## src/rtl/nand4_out_monitor.sv

```systemverilog
// nand4_out_monitor: synchronises, debounces and edge-detects a raw NAND output and counts accepted low events.
// Define PULSE_WIDTH_EN to add the low_width output (length of the last accepted low pulse).
module nand4_out_monitor #(
  parameter int SYNC_STAGES = 2,
  parameter int DEBOUNCE = 4,
  parameter int CNT_W = 8
) (
  input  logic             clk,
  input  logic             rst_n,
  input  logic             y_in,
  input  logic             clr,
  output logic             y_filt,
  output logic             fall_pulse,
  output logic             rise_pulse,
  output logic [CNT_W-1:0] low_cnt,
  output logic             cnt_sat
`ifdef PULSE_WIDTH_EN
  ,
  output logic [CNT_W-1:0] low_width
`endif
);
  typedef enum logic [1:0] {STABLE_HI, QUAL_LO, STABLE_LO, QUAL_HI} state_t;
  localparam logic [7:0] DB_LAST = 8'(DEBOUNCE - 1);
  logic [SYNC_STAGES-1:0] sync;
  logic sync_y;
  state_t state, state_nx;
  logic [7:0] timer, timer_nx;
  logic fall_nx, rise_nx;
  assign sync_y = sync[SYNC_STAGES-1];
  // Idle NAND output is high, so the chain resets to 1 to avoid a spurious fall.
  always_ff @(posedge clk or negedge rst_n)
    if (!rst_n) sync <= '1;
    else sync <= {sync[SYNC_STAGES-2:0], y_in};
  always_comb begin
    state_nx = state;
    timer_nx = timer;
    fall_nx = 1'b0;
    rise_nx = 1'b0;
    case (state)
      STABLE_HI: if (!sync_y) begin
        state_nx = DEBOUNCE == 1 ? STABLE_LO : QUAL_LO;
        timer_nx = DEBOUNCE == 1 ? 8'd0 : 8'd1;
        fall_nx = DEBOUNCE == 1;
      end
      QUAL_LO: if (sync_y) begin
        state_nx = STABLE_HI;
        timer_nx = 8'd0;
      end else if (timer == DB_LAST) begin
        state_nx = STABLE_LO;
        timer_nx = 8'd0;
        fall_nx = 1'b1;
      end else timer_nx = timer + 8'd1;
      STABLE_LO: if (sync_y) begin
        state_nx = DEBOUNCE == 1 ? STABLE_HI : QUAL_HI;
        timer_nx = DEBOUNCE == 1 ? 8'd0 : 8'd1;
        rise_nx = DEBOUNCE == 1;
      end
      default: if (!sync_y) begin
        state_nx = STABLE_LO;
        timer_nx = 8'd0;
      end else if (timer == DB_LAST) begin
        state_nx = STABLE_HI;
        timer_nx = 8'd0;
        rise_nx = 1'b1;
      end else timer_nx = timer + 8'd1;
    endcase
  end
  always_ff @(posedge clk or negedge rst_n)
    if (!rst_n) begin
      state <= STABLE_HI;
      timer <= 8'd0;
      y_filt <= 1'b1;
      fall_pulse <= 1'b0;
      rise_pulse <= 1'b0;
    end else begin
      state <= state_nx;
      timer <= timer_nx;
      y_filt <= fall_nx ? 1'b0 : rise_nx ? 1'b1 : y_filt;
      fall_pulse <= fall_nx;
      rise_pulse <= rise_nx;
    end
  // A fall coinciding with clr is counted into the freshly cleared counter.
  always_ff @(posedge clk or negedge rst_n)
    if (!rst_n) begin
      low_cnt <= '0;
      cnt_sat <= 1'b0;
    end else if (clr) begin
      low_cnt <= CNT_W'(fall_pulse);
      cnt_sat <= 1'b0;
    end else if (fall_pulse) begin
      if (&low_cnt) cnt_sat <= 1'b1;
      else low_cnt <= low_cnt + 1'b1;
    end
`ifdef PULSE_WIDTH_EN
  logic [CNT_W-1:0] wcnt;
  always_ff @(posedge clk or negedge rst_n)
    if (!rst_n) begin
      wcnt <= '0;
      low_width <= '0;
    end else begin
      if (fall_pulse) wcnt <= CNT_W'(1);
      else if (!y_filt && !(&wcnt)) wcnt <= wcnt + 1'b1;
      if (rise_pulse) low_width <= wcnt;
    end
`endif
endmodule

```

## config.mk

```make
export PLATFORM = sky130hd
export DESIGN_NAME = nand4_out_monitor
export DESIGN_NICKNAME = d
export VERILOG_FILES = /design/src/rtl/nand4_out_monitor.sv
export SDC_FILE = /design/constraint.sdc
export NUM_CORES = 1
export LEC_CHECK = 0
export BUFFER_PORTS_ARGS = -buffer_cell sky130_fd_sc_hd__buf_2
export CORE_UTILIZATION = 51
export DETAILED_ROUTE_END_ITERATION = 8
export PLACE_DENSITY = 0.79
export SYNTH_ARGS = -nofsm -noshare
export SYNTH_HDL_FRONTEND = slang
export SYNTH_SLANG_ARGS = --single-unit
```

## constraint.sdc

```tcl
create_clock -name clk -period 1.96 [get_ports clk]
set_clock_uncertainty 0.05 [all_clocks]
set_input_delay 0.098 -clock clk [delete_from_list [all_inputs] [get_ports clk]]
set_output_delay 0.098 -clock clk [all_outputs]
set_load 0.02 [all_outputs]
```

==> reports/qor.csv <==
stage,metric,value,unit
global_routing,grt_antenna_before_repair,0,
cells_and_area,fill_cells,187,
cells_and_area,final_cell_mix,"20 x dfrtp_1, 15 x buf_2, 11 x nor2_1",
placed_design,post_dp_cell_area,0.00141,mm2
setup_path,crit_path_end_kind,register,
cells_and_area,layout-drive-gt1-share,0.212,
yosys,ys_types,39,
setup_path,startpoint_type,register,
pwr,power_density,932,mW/mm2
detailed_routing,drt-wirelength-per-cell,14.6,um
hold_path,hold_class,primary input to async pin,
setup_path,worst_path_max_delay_cell,or4b_4,
placed_design,dp_hpwl,1910,um
cells_and_area,finalInstanceArea,0.00148,mm2
placed_design,gp_congestion,0.906,
timing,fin_crit,1.89,ns
timing,post-route-period-util,0.967,
cells_and_area,layout_commonest_cell,dfrtp_1,
setup_path,worstPathArrival,2.08,ns
clock_network,worstSkewPairLatency,0.31,ns
pwr,p_leak,0.688,nW
global_routing,first_global_vias,1056,
yosys,synth_warnings,0,
setup_path,cp.required,2.15,ns
run,drv_cap,0,
yosys,syn_nets,139,
global_routing,grt_max_degree,25,
floorplan,ios,16,
clock_network,cts_buffers,3,
timing,slew_violations,0,
clock_network,clock-root-buffer,clkbuf_4,
timing,setup_viol,0,
cells_and_area,fin_nets,163,
timing,hold_viol_final,0,
yosys,ys_seq_area_frac,0.469,
yosys,synth_top_area_share,0.408,
setup_path,r2r_cells,6,
detailed_routing,drt_iter0_drc,32,
setup_path,r2r_start,timer[0]$_DFFE_PN0P_,
detailed_routing,dr.pass1.iters,4,
yosys,yosysTopAreaCell,dfrtp_1,
yosys,ys_ff_latch,24,
placed_design,io_buffers,15,
timing,max_slew_margin,0.649,
placed_design,dpl.cell_count,172,
timing,fmax,528,MHz
global_routing,track_usage,0.220,
setup_path,cp_slowest_stage_delay,0.48,ns
global_routing,grt_pass1_wl,4390,um
pwr,ir_drop,902,uV
detailed_routing,final_antenna_net_count,0,
setup_path,rrSetupSlack,0.07,ns
setup_path,cp_cell_sequence,"ha_1, or4b_4, nor4_4, buf_4, a211oi_1, o22ai_1",
floorplan,die_w,52.2,um
detailed_routing,dr_total_vias,1062,
clock_network,cts_buffer_depth,2,
outcome,outcome,completed,
yosys,netlist_top_cells_area,"dfrtp_1 41%, ha_1 6.8%, dfstp_2 6.1%, a21oi_1 3.5%, nor2_1 3.2%",
floorplan,die_h,52.2,um
cells_and_area,synthToLayoutAreaGrowth,14.9,%
floorplan,core_area,0.00230,mm2
timing,rsz0062_at_grt,true,
yosys,postSynthCellCount,128,
global_routing,grt-ovfl-total,0,
floorplan,dieArea,0.00273,mm2
clock_network,clk_pin_slew,0.13,ns
cells_and_area,antenna_cells,0,
floorplan,start_util,0.560,
setup_path,crit_fanout,5,
cells_and_area,layoutNonFillerInstCount,179,
timing,tightest_slew,0.527,ns
clock_network,clkSinkCount,24,
clock_network,cts_tree,yes,
timing,whs,0.220,ns
yosys,syn-cell-area,0.00129,mm2
setup_path,critPathKind,register to register,
detailed_routing,wirelength,2610,um
floorplan,rows,17,
detailed_routing,drc_errors,0,
clock_network,htreeDepth,1,
yosys,avgSynthCellArea,10.1,um2
detailed_routing,via_per_inst,5.93,
-- where the power goes --
| part | leakage (nW) | switching (mW) | internal [mW] |
|---|---|---|---|
| clock | 0.0210 | 0.148 | 0.114 |
| combinational | 0.351 | 0.299 | 0.222 |
| sequential | 0.316 | 0.0485 | 0.547 |
-- worst max-delay path by stage --
stage / endpoint / slack (ns) / from
6_report: register / 0.07 / timer[0]$_DFFE_PN0P_
5_1_grt: register / -0.001 / timer[0]$_DFFE_PN0P_
4_1_cts: timer[6]$_DFFE_PN0P_ / 0.06 / timer[0]$_DFFE_PN0P_
3_5_place_dp: timer[6]$_DFFE_PN0P_ / 0.08 / timer[0]$_DFFE_PN0P_
3_3_place_gp: timer[7]$_DFFE_PN0P_ / 0.16 / register
2_1_floorplan: timer[3]$_DFFE_PN0P_ / 0.11 / timer[0]$_DFFE_PN0P_
-- state kept, by name, indices dropped and copies added (netlist names), named ones only --
| register | flops |
|---|---|
| sync | 2 |
| low_cnt | 8 |
| rise_pulse | 1 |
| y_filt | 1 |
| timer | 8 |
| fall_pulse | 1 |
| cnt_sat | 1 |
| state | 1 |
-- Yosys cell counts, drive strengths merged --
library cell and number:
clkbuf 1, nand3b 2, o21ai 9, a31oi 2, or3 2, nor3 5, xor2 1, o31ai 3
o211ai 2, buf 2, or2 1, o2111a 1, nor3b 2, dfrtp 21, and3 3, o2111ai 1
o32a 1, nor2 11, nor4 1, dfstp 3, nand4 2, o2bb2ai 2, nand3 6, or4b 1
mux2 1, nand2 9, and2 1, a21oi 9, and4 2, xnor2 3, o31a 1, a211oi 1
o22ai 1, inv 5, ha 7, mux2i 3
-- cells by family after synthesis --
kind of cell / after synthesis / synth area share
muxes: 4 / 0.0321
adders and majority gates: 7 / 0.0680
AOI/OAI and AO/OA: 33 / 0.164
buffers and inverters: 8 / 0.0291
DFF: 24 / 0.469
xor gates and xnor gates: 4 / 0.0272
and+or+nand+nor: 48 / 0.210
-- metal layers --
layer / wire (um) / global-route usage / vias to the layer above
li1: - / - / 519
met1: 1170 / 0.242 / 511
met2: 1310 / 0.402 / 28
met3: 99 / 0.0638 / 4
met4: 32 / 0.0746 / 0
met5: 0 / 0 / -
-- worst max-delay path: cells and delay by family, from the launching register on --
family,cells,cell delay (ns)
buf+inv,1,0.20
simple gates,2,0.72
flops,1,0.42
fa+ha+maj,1,0.19
compound gates,2,0.24
-- per-stage QoR --
step | setup TNS [ns] | setup slack [ns] | util | total power, mW
final | 0 | 0.0656 | 0.644 | 1.38
after global routing | -0.00119 | -0.00119 | 0.644 | 1.47
after CTS | 0 | 0.0625 | 0.638 | 1.36
after detailed placement | 0 | 0.0775 | 0.613 | 1.10
after global placement | 0 | 0.161 | 0.613 | 1.07
after floorplan | 0 | 0.105 | - | 0.962
-- cell type report --
cell class | count | area, um2 | share of cell area
clock buffer | 4 | 36.3 | 0.0245
inverter | 5 | 18.8 | 0.0127
multi-input combinational | 96 | 648 | 0.438
sequential | 24 | 606 | 0.409
tap | 28 | 35.0 | 0.0237
timing repair buffer | 22 | 135 | 0.0914
-- timing repair --
action,in CTS,in global routing
setup endpoints to repair,0,7
endpoints found under the hold margin,22,1
resized for setup,0,2
hold buffers,2,1
buffers inserted,0,0
Note: power is estimated with default switching activity, not from simulation.
